## config.mk

```make
export PLATFORM = sky130hd
export DESIGN_NAME = uart_brg_flat
export DESIGN_NICKNAME = d
export VERILOG_FILES = /design/src/rtl/uart_pkg.sv /design/src/rtl/uart_brg_if.sv /design/src/rtl/uart_baud_gen.sv /design/src/rtl/uart_brg.sv /design/src/flat_wrapper.sv
export SDC_FILE = /design/constraint.sdc
export NUM_CORES = 1
export LEC_CHECK = 0
export CORE_UTILIZATION = 35
export CTS_CLUSTER_SIZE = 20
export DETAILED_ROUTE_END_ITERATION = 12
export SLEW_MARGIN = 25
export SYNTH_ARGS = -nofsm -noshare
export SYNTH_HDL_FRONTEND = slang
export SYNTH_SLANG_ARGS = --single-unit
```

## constraint.sdc

```tcl
create_clock -name clk -period 2.8 [get_ports clk]
set_clock_uncertainty 0.15 [all_clocks]
set_input_delay 0.84 -clock clk [delete_from_list [all_inputs] [get_ports clk]]
set_output_delay 0.84 -clock clk [all_outputs]
set_load 0.01 [all_outputs]
```

## src/rtl/uart_pkg.sv

```systemverilog
// Shared UART constants and state encoding used by the TX and RX state machines.
package uart_pkg;
   localparam int OVERSAMPLE = 16;
   localparam int DATA_BITS  = 8;

   typedef enum logic [1:0] {IDLE, START, DATA, STOP} uart_state_e;

   // Rounded clock-per-oversample divisor, never below 1.
   function automatic int calc_div(input int clk_hz, input int baud);
      int d;
      d = (clk_hz + 8 * baud) / (16 * baud);
      return (d < 1) ? 1 : d;
   endfunction
endpackage

```

## src/rtl/uart_brg_if.sv

```systemverilog
// Handshake and serial-line bundle between the UART and its host.
interface uart_brg_if;
   logic       ld_tx_req;
   logic       ld_tx_ack;
   logic [7:0] tx_data;
   logic       tx_enable;
   logic       tx_out;
   logic       tx_empty;
   logic       uld_rx_req;
   logic       uld_rx_ack;
   logic [7:0] rx_data;
   logic       rx_enable;
   logic       rx_in;
   logic       rx_empty;

   modport slave (
      input  ld_tx_req, tx_data, tx_enable, uld_rx_req, rx_enable, rx_in,
      output ld_tx_ack, tx_out, tx_empty, uld_rx_ack, rx_data, rx_empty
   );
   modport master (
      output ld_tx_req, tx_data, tx_enable, uld_rx_req, rx_enable, rx_in,
      input  ld_tx_ack, tx_out, tx_empty, uld_rx_ack, rx_data, rx_empty
   );
endinterface

```

## src/rtl/uart_baud_gen.sv

```systemverilog
// Free-running divider producing a one-clk oversample tick every DIV clocks.
module uart_baud_gen #(
   parameter int DIV = 1
) (
   input  logic clk,
   input  logic reset,
   output logic tick
);
   localparam int CW = (DIV > 1) ? $clog2(DIV) : 1;
   localparam logic [CW-1:0] LAST = CW'(DIV - 1);

   logic [CW-1:0] cnt;

   always_ff @(posedge clk or posedge reset) begin
      if (reset)            cnt <= '0;
      else if (cnt == LAST) cnt <= '0;
      else                  cnt <= cnt + 1'b1;
   end

   assign tick = (cnt == LAST);
endmodule

```

## src/rtl/uart_brg.sv

```systemverilog
// 8N1 UART with 16x oversampling and four-phase load/unload handshakes.
// Define UART_RX_MAJORITY_EN to vote RX bits over oversamples 7/8/9.
module uart_brg
   import uart_pkg::*;
#(
   parameter int CLK_HZ = 50000000,
   parameter int BAUD   = 9600
) (
   input  logic      clk,
   input  logic      reset,
   uart_brg_if.slave bus
);
   localparam int DIV = calc_div(CLK_HZ, BAUD);
   localparam logic [3:0] OS_LAST  = 4'(OVERSAMPLE - 1);
   localparam logic [2:0] BIT_LAST = 3'(DATA_BITS - 1);

   logic tick;

   uart_baud_gen #(.DIV(DIV)) u_baud (
      .clk   (clk),
      .reset (reset),
      .tick  (tick)
   );

   // ---------------- transmitter ----------------
   uart_state_e tx_st, tx_nxt;
   logic [3:0]  tx_os;
   logic        bit_tick, tx_go;
   logic        hold_full, ld_ack, tx_out;
   logic [7:0]  hold_data, tx_sh;
   logic [2:0]  tx_cnt;

   assign bit_tick = tick && (tx_os == OS_LAST);

   always_comb begin
      tx_nxt = tx_st;
      tx_go  = 1'b0;
      case (tx_st)
         IDLE:  if (bit_tick && hold_full && bus.tx_enable) begin
                   tx_nxt = START;
                   tx_go  = 1'b1;
                end
         START: if (bit_tick) tx_nxt = DATA;
         DATA:  if (bit_tick && tx_cnt == BIT_LAST) tx_nxt = STOP;
         STOP:  if (bit_tick) tx_nxt = IDLE;
         default: tx_nxt = IDLE;
      endcase
   end

   always_ff @(posedge clk or posedge reset) begin
      if (reset) begin
         tx_st     <= IDLE;
         tx_os     <= '0;
         hold_full <= 1'b0;
         hold_data <= '0;
         ld_ack    <= 1'b0;
         tx_out    <= 1'b1;
         tx_sh     <= '0;
         tx_cnt    <= '0;
      end else begin
         tx_st <= tx_nxt;
         if (tick) tx_os <= tx_os + 4'd1;
         if (bus.ld_tx_req && !ld_ack && !hold_full) begin
            hold_data <= bus.tx_data;
            hold_full <= 1'b1;
            ld_ack    <= 1'b1;
         end else if (!bus.ld_tx_req) begin
            ld_ack <= 1'b0;
         end
         // Load needs an empty holder and go needs a full one, so these never collide.
         if (tx_go) hold_full <= 1'b0;
         if (bit_tick) begin
            case (tx_st)
               IDLE:  if (tx_go) begin
                         tx_out <= 1'b0;
                         tx_sh  <= hold_data;
                      end
               START: begin
                         tx_out <= tx_sh[0];
                         tx_sh  <= {1'b1, tx_sh[7:1]};
                         tx_cnt <= '0;
                      end
               DATA:  if (tx_cnt == BIT_LAST) tx_out <= 1'b1;
                      else begin
                         tx_out <= tx_sh[0];
                         tx_sh  <= {1'b1, tx_sh[7:1]};
                         tx_cnt <= tx_cnt + 3'd1;
                      end
               default: tx_out <= 1'b1;
            endcase
         end
      end
   end

   assign bus.tx_out    = tx_out;
   assign bus.ld_tx_ack = ld_ack;
   assign bus.tx_empty  = !hold_full && (tx_st == IDLE);

   // ---------------- receiver ----------------
   uart_state_e rx_st, rx_nxt;
   logic        rx_s1, rx_s2, rx_s3, fall;
   logic [3:0]  rx_os;
   logic [2:0]  rx_cnt;
   logic [7:0]  rx_sh, rx_data;
   logic        bit_val, sample, rx_done, rx_shift;
   logic        rx_empty, uld_ack, unload;

`ifdef UART_RX_MAJORITY_EN
   localparam logic [3:0] SMP_OS = 4'd9;
   logic [1:0] smp;

   always_ff @(posedge clk or posedge reset) begin
      if (reset) smp <= 2'b11;
      else if (tick && rx_os == 4'd7) smp[1] <= rx_s2;
      else if (tick && rx_os == 4'd8) smp[0] <= rx_s2;
   end

   assign bit_val = (smp[1] & smp[0]) | (smp[1] & rx_s2) | (smp[0] & rx_s2);
`else
   localparam logic [3:0] SMP_OS = 4'd8;
   assign bit_val = rx_s2;
`endif

   assign fall   = rx_s3 && !rx_s2;
   assign sample = tick && (rx_os == SMP_OS);
   assign unload = bus.uld_rx_req && !uld_ack;

   always_comb begin
      rx_nxt   = rx_st;
      rx_done  = 1'b0;
      rx_shift = 1'b0;
      if (rx_st != IDLE && tick && !bus.rx_enable) begin
         rx_nxt = IDLE;
      end else begin
         case (rx_st)
            IDLE:  if (bus.rx_enable && fall) rx_nxt = START;
            START: if (sample) rx_nxt = bit_val ? IDLE : DATA;
            DATA:  if (sample) begin
                      rx_shift = 1'b1;
                      if (rx_cnt == BIT_LAST) rx_nxt = STOP;
                   end
            STOP:  if (sample) begin
                      rx_nxt  = IDLE;
                      rx_done = bit_val;
                   end
            default: rx_nxt = IDLE;
         endcase
      end
   end

   always_ff @(posedge clk or posedge reset) begin
      if (reset) begin
         rx_s1    <= 1'b1;
         rx_s2    <= 1'b1;
         rx_s3    <= 1'b1;
         rx_st    <= IDLE;
         rx_os    <= '0;
         rx_cnt   <= '0;
         rx_sh    <= '0;
         rx_data  <= '0;
         rx_empty <= 1'b1;
         uld_ack  <= 1'b0;
      end else begin
         rx_s1 <= bus.rx_in;
         rx_s2 <= rx_s1;
         rx_s3 <= rx_s2;
         rx_st <= rx_nxt;
         // Oversample phase is anchored to the detected start edge.
         if (rx_st == IDLE) rx_os <= '0;
         else if (tick)     rx_os <= rx_os + 4'd1;
         if (rx_st == START) rx_cnt <= '0;
         if (rx_shift) begin
            rx_sh  <= {bit_val, rx_sh[7:1]};
            rx_cnt <= rx_cnt + 3'd1;
         end
         // An unload in the same cycle wins; the completing byte is then dropped.
         if (unload) begin
            uld_ack  <= 1'b1;
            rx_empty <= 1'b1;
         end else begin
            if (!bus.uld_rx_req) uld_ack <= 1'b0;
            if (rx_done && rx_empty) begin
               rx_data  <= rx_sh;
               rx_empty <= 1'b0;
            end
         end
      end
   end

   assign bus.rx_data    = rx_data;
   assign bus.rx_empty   = rx_empty;
   assign bus.uld_rx_ack = uld_ack;
endmodule

```

## src/flat_wrapper.sv

```systemverilog
// flat-port wrapper written by rule: the top's interface ports become plain ports
module uart_brg_flat import uart_pkg::*;
#(
   parameter int CLK_HZ = 50000000,
   parameter int BAUD   = 9600
)
  (clk, reset, bus_ld_tx_req, bus_tx_data, bus_tx_enable, bus_uld_rx_req, bus_rx_enable, bus_rx_in, bus_ld_tx_ack, bus_tx_out, bus_tx_empty, bus_uld_rx_ack, bus_rx_data, bus_rx_empty);
  uart_brg_if bus_i ();
  input  logic clk;
  input  logic reset;
  input wire logic [$bits(bus_i.ld_tx_req)-1:0] bus_ld_tx_req;
  input wire logic [$bits(bus_i.tx_data)-1:0] bus_tx_data;
  input wire logic [$bits(bus_i.tx_enable)-1:0] bus_tx_enable;
  input wire logic [$bits(bus_i.uld_rx_req)-1:0] bus_uld_rx_req;
  input wire logic [$bits(bus_i.rx_enable)-1:0] bus_rx_enable;
  input wire logic [$bits(bus_i.rx_in)-1:0] bus_rx_in;
  output wire logic [$bits(bus_i.ld_tx_ack)-1:0] bus_ld_tx_ack;
  output wire logic [$bits(bus_i.tx_out)-1:0] bus_tx_out;
  output wire logic [$bits(bus_i.tx_empty)-1:0] bus_tx_empty;
  output wire logic [$bits(bus_i.uld_rx_ack)-1:0] bus_uld_rx_ack;
  output wire logic [$bits(bus_i.rx_data)-1:0] bus_rx_data;
  output wire logic [$bits(bus_i.rx_empty)-1:0] bus_rx_empty;
  assign bus_i.ld_tx_req = bus_ld_tx_req;
  assign bus_i.tx_data = bus_tx_data;
  assign bus_i.tx_enable = bus_tx_enable;
  assign bus_i.uld_rx_req = bus_uld_rx_req;
  assign bus_i.rx_enable = bus_rx_enable;
  assign bus_i.rx_in = bus_rx_in;
  assign bus_ld_tx_ack = bus_i.ld_tx_ack;
  assign bus_tx_out = bus_i.tx_out;
  assign bus_tx_empty = bus_i.tx_empty;
  assign bus_uld_rx_ack = bus_i.uld_rx_ack;
  assign bus_rx_data = bus_i.rx_data;
  assign bus_rx_empty = bus_i.rx_empty;
  uart_brg #(.CLK_HZ(CLK_HZ), .BAUD(BAUD)) u_core (.clk(clk), .reset(reset), .bus(bus_i));
endmodule
```

==> key figures, run 1 <==
Outcome
  – Status: complete, no violations

Synth
  – Unique cell type count in the Yosys netlist: 49
  – Syn Nets: 280
  – Synth Area in Simple Gates: 13.6%
  – Mean Syn Cell Area: about 12 um2
  – Top FF cell, synth: dfrtp_1
  – Yosys reg bits: 67
  – Largest family of logic cells by synthesized area: simple AND/OR/NAND/NOR gates
  – Synth Cell Area: just over 3000 um2
  – Synth Area in Compound Gates: under 10%
  – Yosys warnings: 0
  – Xor and xnor area share after synthesis: between 3 and 4%
  – Sequential cell area fraction in the yosys report: 55.1%
  – Mux share of post-synthesis cell area: 11.8%
  – Share of flip-flops with an asynchronous set or reset: 100%
  – Synth Area in Adders: between 5 and 6%
  – EDFF count, synth: 0
  – Post-Synthesis Cells: 251

Timing
  – Crit share post-route: a little under nine tenths
  – Final TNS setup: 0 ns
  – Hold Worst Slack: 0.209 ns
  – Min Tclk post-route: roughly 2.4 ns
  – Slew Viols, Final: 0
  – Final setup violating endpoints: 0
  – Slew headroom: between 60% and 70%
  – RSZ-0062 raised after global routing: no
  – Worst Max-Slew Pin Slew: 0.482 ns
  – Fin. Hold Viols: 0
  – Fmax: between 0.4 and 0.5 GHz

Floorplanning
  – # rows: 33
  – I/O pin count: 28
  – Initial core utilization: a little over a third
  – Die footprint: about 9100 um2
  – Die H: around 95 um
  – Core area: 8340 um2
  – Die W: 95.4 um

Placement
  – Placed instance count: between 300 and 400
  – DP Area: between 3000 and 4000 um2
  – Gpl congestion: about 0.74
  – PortBufs: 27
  – DP HPWL: approximately 3.8 mm

Cells and area
  – Final Cell Area: 3720 um2
  – Area growth syn-to-layout: 21.9%
  – Diodes inserted: 0
  – Most frequent cells in the layout: dfrtp_1, clkdlybuf4s50_1, mux2_2, nand2_1, o21ai_0
  – Layout cells sized above 1: 22.1%
  – Fin cells: just over 400
  – Final design utilization: between 40% and 50%
  – Most common cell after layout, fill and taps aside: dfrtp_1
  – FILL cells: a little under 800
  – Fin nets: 322

GRT
  – Vias in the first global route: between 1500 and 2000
  – Initial antenna violation count: 0
  – First-pass GRT wire length: approximately 9.4 mm
  – Maximum number of pins on one net before global-route repair: 28
  – GRT Util Overall: approximately 14%
  – Remaining global-route overflow: 0

Setup path
  – Critical Path AT: between 1 and 1.5 ns
  – CP startpoint kind: register
  – Max FO, Critical Path: 3
  – Largest delay share family, worst path: flip-flops
  – Critical Path Sink Type: output pin
  – Worst Path Buf+Inv: 1
  – Crit Path Category: register to output pin
  – CP Cell Sequence: clkdlybuf4s50_1
  – Slowest CP cell: dfstp_2
  – CP max stage delay: ~0.55 ns
  – CP required: about 1.8 ns

CTS
  – Total CTS buffers: 9
  – Clock tree sinks: between 60 and 70
  – Clk Latency, worst-skew pair: between 0.3 and 0.4 ns
  – Clock Tree Buf Depth: 2
  – CTS tree: yes
  – Clock transition at path regs: around 0.080 ns
  – Clock root buffer: clkbuf_8
  – Post_cts resized: 0
  – Postcts setup bufs: 0
  – Max H-tree Level: 3
  – Post-CTS Hold Fix Bufs: 0

Detailed routing
  – DRC Markers: 0
  – 1st-pass router iterations: 4
  – Overall via count from detail_route: ~2000
  – Initial DRC count: between 90 and 100
  – Via density: slightly below 5
  – DRT Wirelength: 5.40 mm
  – Drt wl/cell: 13.4 um
  – Post-route ant nets: 0

Pwr
  – Comb pwr share: around 8.6%
  – Sw Ratio: about a quarter
  – Power share of the clock group: between 30 and 40%
  – Pwr Density: between 500 and 600 nW/um2
  – Worst ir drop on vdd: ~0.00023 V
  – Internal: between 1500 and 2000 uW
  – Pleak: 0.00165 uW
  – Seq pwr share: a little over half
  – Sw Pwr: 484 uW

Run
  – Max-cap violations: 0

Worst hold path
  – Hold/Removal Path Class: register to register
==> cells in the mapped netlist, drive strengths merged, types with 2 or more instances <==
cell | count | area [um2]
dfrtp | 62 | 1550
mux2 | 25 | 282
o21ai | 23 | 115
nand2 | 20 | 82.6
ha | 14 | 175
nor2 | 13 | 51.3
inv | 9 | 33.8
xnor2 | 9 | 78.8
mux2i | 8 | 80.1
nand3 | 7 | 35.0
buf | 5 | 28.8
dfstp | 5 | 131
and3 | 4 | 25.0
nand2b | 4 | 25.0
xor2 | 4 | 35.0
and4b | 3 | 30.0
clkbuf | 3 | 12.5
nand4 | 3 | 18.8
nor2b | 3 | 18.8
a21boi | 2 | 15.0
nand4b | 2 | 17.5
nor3 | 2 | 21.3
nor3b | 2 | 20.0
o31ai | 2 | 15.0
==> cells by family (layout without fill, tap and decap cells) <==
family | count (synthesis) | in the layout
buffers and inverters | 17 | 64
AO/OA/AOI/OAI | 37 | 37
AND/OR/NAND/NOR | 70 | 70
XOR/XNOR | 13 | 13
flip-flops | 67 | 67
multiplexers | 33 | 33
adder cells (fa/ha/maj) | 14 | 14
==> worst reg2reg max path, stage by stage (launching register included) <==
cell      delay, ns
dfrtp_1        0.43
inv_1          0.09
ha_1           0.28
or4_1          0.56
a211oi_2       0.29
mux2_2         0.36
==> through the flow <==
stage	total power, uW	setup slack, ns
global placement	1260	0.106
finish	1990	0.381
detailed placement	1270	0.0714
global route	2090	0.311
floorplan	1190	0.135
CTS	2030	0.00428
==> layer usage <==
layer | track usage, % | up-vias | part of all wire, %
met2 | 20.5 | 45 | 45
met4 | 4.48 | 0 | 1.1
met1 | 18.5 | 971 | 48
met5 | 0 | - | 0
li1 | - | 969 | -
met3 | 5.18 | 4 | 5.0
==> state kept, by name (all words and copies together), names as in the netlist, 2 cells and up <==
register,cells
u_core.u_baud.cnt,9
u_core.rx_os,4
u_core.rx_cnt,3
u_core.rx_st,2
u_core.tx_sh,8
u_core.tx_os,4
u_core.hold_data,8
u_core.tx_cnt,3
u_core.bus.rx_data,8
u_core.tx_st,2
u_core.rx_sh,8
==> area by class of cell <==
cell class                      instances  area, um2  share of cell area [%]
Multi-Input combinational cell        167       1300                    34.9
Sequential cell                        67       1680                    45.3
Tap cell                              105        131                    3.53
Clock buffer                           11        151                    4.07
Inverter                                9       33.8                   0.908
Timing Repair Buffer                   39        388                    10.4
Clock inverter                          5       35.0                   0.942
==> path summary, 6_finish.rpt <==
check                                     from               endpoint  slack (ns)  cells after the start
max                        u_core.bus.rx_empty           bus_rx_empty        0.38                      1
min                               u_core.rx_s1         u_core.bit_val        0.21                      0
max reg2reg                    u_core.tx_st[0]        u_core.tx_st[1]        0.54                      5
min reg2reg                       u_core.rx_s1         u_core.bit_val        0.21                      0
max in group asynchronous                reset      u_core.bus.tx_out        1.30                      3
min in group asynchronous                reset  u_core.bus.rx_data[7]        0.61                      2
==> power groups by stage <==
| stage | combinational, uW | clock [uW] | sequential (uW) |
|---|---|---|---|
| 2_1_floorplan | 113 | 0 | 1080 |
| 3_3_place_gp | 172 | 0 | 1090 |
| 3_5_place_dp | 175 | 0 | 1090 |
| 4_1_cts | 175 | 775 | 1080 |
| 5_1_grt | 193 | 814 | 1080 |
| 6_report | 171 | 744 | 1080 |
Note: power is estimated with default switching activity, not from simulation.
==> run 2: changes to the inputs <==
--- a/config.mk
+++ b/config.mk
@@ -5,10 +5,11 @@
 export SDC_FILE = /design/constraint.sdc
 export NUM_CORES = 1
 export LEC_CHECK = 0
-export CORE_UTILIZATION = 35
+export CORE_UTILIZATION = 55
 export CTS_CLUSTER_SIZE = 20
 export DETAILED_ROUTE_END_ITERATION = 12
-export SLEW_MARGIN = 25
+export PLACE_DENSITY = 0.77
+export SLEW_MARGIN = 20
 export SYNTH_ARGS = -nofsm -noshare
 export SYNTH_HDL_FRONTEND = slang
 export SYNTH_SLANG_ARGS = --single-unit
==> key figures, run 2 (synthesized netlist as in run 1, its figures left out) <==
Cells and area
  – Fin nets: 318 (-1.2%)
  – Most flop-heavy register: u_core.u_baud.cnt
  – Layout cells sized above 1: 21.1% (-1.1 points)
  – Fin cells: 364 (-9.7%)
  – Diodes inserted: 0 (unchanged)
  – Most common cell after layout, fill and taps aside: dfrtp_1
  – Most frequent cells in the layout: dfrtp_1, clkdlybuf4s50_1, mux2_2, nand2_1, o21ai_0
  – Area growth syn-to-layout: 22.6%
  – Max reg flops: 9 (unchanged)

Floorplanning
  – Die footprint: 5850 um2 (-36%)
  – Initial core utilization: 58.3% (+22 points)
  – Die W: 76.5 um (-20%)
  – I/O pin count: 28 (unchanged)
  – Core area: 5240 um2 (-37%)
  – Die H: 76.5 um (-20%)
  – # rows: 26 (-21%)

Detailed routing
  – DRT Wirelength: 5.39 mm (-0.13%)
  – 1st-pass router iterations: 4 (unchanged)
  – DRC Markers: 0 (unchanged)
  – Initial DRC count: 55 (-43%)
  – Overall via count from detail_route: 1989 (unchanged)
  – Post-route ant nets: 0 (unchanged)
  – Drt wl/cell: 14.8 um (+11%)
  – Via density: 5.46 (+11%)

Setup path
  – Critical Path AT: 1.53 ns (+0.10 ns)
  – Critical Path Sink Type: output pin
  – Crit Path Category: register to output pin
  – Max FO, Critical Path: 5 (+2)
  – Critical Path Start: u_core.tx_st[0]
  – CP required: 1.81 ns (about the same)
  – CP startpoint kind: register
  – CP Cell Sequence: inv_1 -> ha_2 -> nor2b_1 -> dlygate4sd2_1
  – FF-to-FF Start: u_core.tx_st[0]
  – CP max stage delay: 0.44 ns (-0.11 ns)
  – Slowest CP cell: dfrtp_1

Placement
  – DP HPWL: 3.48 mm (-9.0%)
  – Gpl congestion: 0.763 (+2.5%)
  – PortBufs: 27 (unchanged)
  – Placed instance count: 348 (-10%)

Timing
  – Worst Max-Slew Pin Slew: 0.505 ns (+0.0231 ns)
  – Slew Viols, Final: 0 (unchanged)
  – Final TNS setup: 0 ns (unchanged)
  – RSZ-0062 raised after global routing: no
  – Final setup violating endpoints: 0 (unchanged)
  – Slew headroom: 66.4% (-1.5 points)
  – Fin. Hold Viols: 0 (unchanged)
  – Fmax: 0.397 GHz (-3.9%)
  – Min Tclk post-route: 2.52 ns (+0.0977 ns)
  – Crit share post-route: 89.9% (+3.5 points)

GRT
  – Busiest metal layer after global routing: met2
  – Met2 Usage GRT: 33.2% (+13 points)
  – GRT Util Overall: 21.0% (+7.2 points)
  – Maximum number of pins on one net before global-route repair: 68 (+140%)
  – Initial antenna violation count: 0 (unchanged)
  – Vias in the first global route: 2030 (+2.3%)
  – First-pass GRT wire length: 9.38 mm (-0.66%)
  – Routing usage on met1: 26.2% (+7.7 points)
  – Remaining global-route overflow: 0 (unchanged)
  – M3 GR Usage: 7.90% (+2.7 points)

Pwr
  – Worst ir drop on vdd: 0.000410 V (+79%)
  – Pwr Density: 637 nW/um2 (+19%)
  – Pleak: 0.00167 uW (+0.93%)

CTS
  – Postcts setup bufs: 0 (unchanged)
  – Max H-tree Level: 3 (unchanged)
  – CTS tree: yes
  – Total CTS buffers: 9 (unchanged)
  – Clock Tree Buf Depth: 2 (unchanged)
  – Clock transition at path regs: 0.07 ns (about the same)
  – Post-CTS Hold Fix Bufs: 0 (unchanged)
  – Clk Latency, worst-skew pair: 0.35 ns (about the same)
  – Clock tree sinks: 67 (unchanged)
  – Clock root buffer: clkbuf_8

Outcome
  – Status: complete, no violations

Worst hold path
  – Hold/Removal Path Class: register to register
  – Hold Startpoint: u_core.rx_s1

Run
  – Max-cap violations: 0 (unchanged)
-- run 2: power breakdown --
group          internal [uW]  switching [uW]
Combinational           97.4            68.9
Clock                    771             372
Sequential              1040            39.9
-- run 2: repair_timing --
item	4_1_cts	5_1_grt
gates resized for setup	2	0
hold endpoints to repair	0	0
endpoints found under the setup margin	1	0
-- run 2: worst paths after layout --
| check | to | slack (ns) | cells after the start |
|---|---|---|---|
| worst max-delay path | bus_tx_empty | 0.28 | 4 |
| worst min-delay path | u_core.bit_val | 0.22 | 0 |
| worst max register to register | u_core.tx_sh[4] | 0.52 | 6 |
| worst min register to register | u_core.bit_val | 0.22 | 0 |
| max in group asynchronous | u_core.bus.tx_out | 1.44 | 3 |
| min in group asynchronous | u_core.tx_sh[4] | 0.73 | 3 |
-- run 2: metrics by stage --
stage	setup WS, ns	power [uW]	area (um2)	hold slack [ns]	util [%]
after detailed placement	0.0534	1260	3450	0.203	65.9
after floorplan	0.135	1190	3050	0.195	-
final	0.283	2380	3740	0.215	71.5
after global routing	0.191	2470	3740	0.222	71.5
after CTS	0.273	2410	3740	0.220	71.5
after global placement	0.125	1250	3450	0.195	65.9
-- run 2: critical path: cells and delay by family (launching register included) --
| family | cells | cell delay (ns) |
|---|---|---|
| adder cells (fa/ha/maj) | 1 | 0.21 |
| buffers and inverters | 2 | 0.38 |
| flip-flops | 1 | 0.44 |
| AND/OR/NAND/NOR | 1 | 0.15 |
-- run 2: layout make-up --
class                           count  area, um2
Sequential cell                    67       1680
Multi-Input combinational cell    167       1300
Inverter                            9       33.8
Clock inverter                      7        164
Clock buffer                        9        124
Tap cell                           70       87.6
Fill cell                         373       1500
Timing Repair Buffer               35        354
-- run 2: layer usage --
metal | wire, um | up-vias
met5 | 0 | -
met4 | 73 | 0
met1 | 2500 | 990
met3 | 231 | 7
li1 | - | 960
met2 | 2580 | 32
==> run 3: changes to the inputs <==
--- a/config.mk
+++ b/config.mk
@@ -5,10 +5,11 @@
 export SDC_FILE = /design/constraint.sdc
 export NUM_CORES = 1
 export LEC_CHECK = 0
+export ABC_AREA = 1
 export CORE_UTILIZATION = 55
 export CTS_CLUSTER_SIZE = 20
 export DETAILED_ROUTE_END_ITERATION = 12
-export PLACE_DENSITY = 0.77
+export PLACE_DENSITY = 0.76
 export SLEW_MARGIN = 20
 export SYNTH_ARGS = -nofsm -noshare
 export SYNTH_HDL_FRONTEND = slang
==> key figures, run 3 <==
CTS
  – Clock root buffer: clkbuf_8
  – Clock tree sinks: 67 (unchanged)
  – Clock transition at path regs: 0.07 ns (about the same)
  – Clock Tree Buf Depth: 2 (unchanged)
  – Clk Latency, worst-skew pair: 0.34 ns (about the same)
  – Total CTS buffers: 9 (unchanged)
  – Max H-tree Level: 3 (unchanged)
  – CTS tree: yes

Timing
  – Post-route setup slack: 0.407 ns (+0.124 ns)
  – Slew headroom: 70.3% (+3.9 points)
  – Worst Max-Slew Pin Slew: 0.446 ns (-0.0589 ns)
  – Slew Viols, Final: 0 (unchanged)
  – Min Tclk post-route: 2.39 ns (-0.124 ns)
  – RSZ-0062 raised after global routing: no
  – Fin. Hold Viols: 0 (unchanged)
  – Crit share post-route: 85.5% (-4.4 points)
  – Final setup violating endpoints: 0 (unchanged)
  – Final TNS setup: 0 ns (unchanged)
  – Fmax: 0.418 GHz (+5.2%)

Run
  – Max-cap violations: 0 (unchanged)

Cells and area
  – Most flop-heavy register: u_core.u_baud.cnt
  – Final Cell Area: 3870 um2 (+3.5%)
  – Most common cell after layout, fill and taps aside: nand2_1
  – Area growth syn-to-layout: 17.9%
  – Diodes inserted: 0 (unchanged)
  – Most frequent cells in the layout: nand2_1, dfrtp_1, inv_1, nor2_1, clkdlybuf4s50_1
  – FILL cells: 450 (+21%)
  – Fin nets: 430 (+35%)
  – Layout cells sized above 1: 15.8% (-5.3 points)
  – Max reg flops: 9 (unchanged)

Setup path
  – CP required: 1.81 ns (about the same)
  – Slowest CP cell: dfstp_2
  – CP startpoint kind: register
  – CP Cell Sequence: clkdlybuf4s50_1
  – Critical Path AT: 1.40 ns (-0.13 ns)
  – Critical Path Sink Type: output pin
  – Largest delay share family, worst path: flip-flops
  – CP max stage delay: 0.54 ns (+0.10 ns)
  – Worst Path Buf+Inv: 1 (-1)
  – Crit Path Category: register to output pin
  – Max FO, Critical Path: 2 (-3)

Detailed routing
  – M1 WL: 2.70 mm (+7.8%)
  – Met3 wire length: 159 um (-31%)
  – DRT Wirelength: 5.65 mm (+4.8%)
  – Post-route ant nets: 0 (unchanged)
  – 1st-pass router iterations: 4 (unchanged)
  – WL met2: 2.74 mm (+5.9%)
  – DRC Markers: 0 (unchanged)
  – Drt wl/cell: 11.8 um (-20%)
  – Initial DRC count: 92 (+67%)
  – Via density: 5.01 (-8.3%)
  – Top layer used by detailed routing: met4
  – Overall via count from detail_route: 2396 (+20%)

Placement
  – DP HPWL: 3.96 mm (+14%)
  – Gpl congestion: 0.753 (-1.3%)
  – DP Area: 3630 um2 (+5.2%)
  – PortBufs: 27 (unchanged)
  – Pre-CTS WS: 0.411 ns (+0.358 ns)

Pwr
  – Pwr Density: 552 nW/um2 (-13%)
  – Worst ir drop on vdd: 0.000450 V (+9.8%)
  – Pleak: 0.00192 uW (+15%)

Synth
  – Mean Syn Cell Area: 8.95 um2 (-26%)
  – Area leader, netlist: dfrtp_1
  – Post-synth top area share: 47.2% (-3.6 points)
  – Yosys warnings: 0 (unchanged)
  – Post-Synthesis Cells: 367 (+46%)
  – Cells taking the most area after synthesis: dfrtp_1, nand2_1, inv_1, ha_1, o21ai_2
  – Yosys reg bits: 67 (unchanged)
  – EDFF count, synth: 0 (unchanged)
  – Synth Cell Area: 3290 um2 (+7.7%)
  – Synth top cells by count: nand2_1, dfrtp_1, inv_1
  – Unique cell type count in the Yosys netlist: 33 (-33%)
  – Share of flip-flops with an asynchronous set or reset: 100% (unchanged)
  – Sequential cell area fraction in the yosys report: 51.2% (-3.9 points)
  – Most common cell in the netlist: nand2_1
  – Syn Nets: 396 (+41%)
  – Top FF cell, synth: dfrtp_1

GRT
  – Initial antenna violation count: 0 (unchanged)
  – First-pass GRT wire length: 10.3 mm (+10%)
  – Maximum number of pins on one net before global-route repair: 44 (-35%)
  – Remaining global-route overflow: 0 (unchanged)
  – GRT Util Overall: 21.6% (+0.55 points)
  – Vias in the first global route: 2387 (+18%)

Worst hold path
  – Hold/Removal Path Class: register to register

Floorplanning
  – Core area: 5640 um2 (+7.7%)
  – Die W: 79.3 um (+3.7%)
  – Initial core utilization: 58.2% (about the same)
  – Die footprint: 6290 um2 (+7.5%)
  – # rows: 27 (+3.8%)
  – I/O pin count: 28 (unchanged)
  – Die H: 79.3 um (+3.7%)

Outcome
  – Status: complete, no violations
-- run 3: cell count changes after synthesis, sizes merged, moves of 6 or more --
cell,change
inv,+43
nand4,+10
mux2i,-8
nand3,+11
nand2,+70
o21ai,+8
mux2,-24
nor2,+21
or2,+6
a21oi,+10
xnor2,-7
-- run 3: repair_timing --
| action | 4_1_cts | 5_1_grt |
|---|---|---|
| endpoints found under the setup margin | 0 | 1 |
| hold buffers | 0 | 0 |
| hold endpoints to repair | 0 | 0 |
| buffers inserted | 0 | 0 |
| gates resized for setup | 0 | 1 |
-- run 3: per-layer routing --
metal / track usage [%] / up-vias
li1: - / 1233
met1: 26.4 / 1124
met2: 34.4 / 33
met3: 8.28 / 6
met4: 8.00 / 0
met5: 0 / -
-- run 3: layout make-up --
cell class | count | area [um2] | share of cell area [%]
Tap cell | 72 | 90.1 | 2.32
Clock inverter | 7 | 116 | 3.00
Sequential cell | 67 | 1680 | 43.4
Clock buffer | 9 | 124 | 3.20
Inverter | 52 | 195 | 5.04
Timing Repair Buffer | 31 | 315 | 8.14
Multi-Input combinational cell | 240 | 1350 | 34.9
-- run 3: cells by family (layout without fill, tap and decap cells) --
kind of cell / after synthesis / count (layout) / synth area share [%]
flops: 67 / 67 / 51.2
simple gates: 174 / 174 / 25.0
buf+inv: 60 / 99 / 7.65
mux: 1 / 1 / 0.343
xor+xnor: 5 / 5 / 1.33
fa+ha+maj: 14 / 14 / 5.33
compound gates: 46 / 46 / 9.14
-- run 3: power by group --
| group | switching (uW) | internal, uW |
|---|---|---|
| logic | 114 | 60.2 |
| clock network | 373 | 589 |
| registers | 18.2 | 985 |
| total | 506 | 1630 |
-- run 3: worst paths after layout --
| path | start | endpoint | slack (ns) | depth (start not counted) |
|---|---|---|---|---|
| worst max-delay path | u_core.bus.tx_out | bus_tx_out | 0.41 | 1 |
| worst min-delay path | u_core.rx_s1 | u_core.bit_val | 0.22 | 0 |
| worst max register to register | u_core.u_baud.cnt[1] | u_core.tx_sh[6] | 0.52 | 11 |
| worst min register to register | u_core.rx_s1 | u_core.bit_val | 0.22 | 0 |
| max in group asynchronous | reset | u_core.bus.tx_out | 1.38 | 3 |
| min in group asynchronous | reset | u_core.bus.rx_data[0] | 0.58 | 2 |
-- run 3: per-stage QoR --
| step | utilization (%) | hold WS (ns) | instances | power [uW] |
|---|---|---|---|---|
| 2_1_floorplan | - | 0.195 | 367 | 1140 |
| 3_3_place_gp | 64.4 | 0.196 | 462 | 1190 |
| 4_1_cts | 68.6 | 0.220 | 478 | 2160 |
| 3_5_place_dp | 64.4 | 0.205 | 462 | 1190 |
| 5_1_grt | 68.7 | 0.233 | 478 | 2240 |
| 6_report | 68.7 | 0.220 | 478 | 2140 |
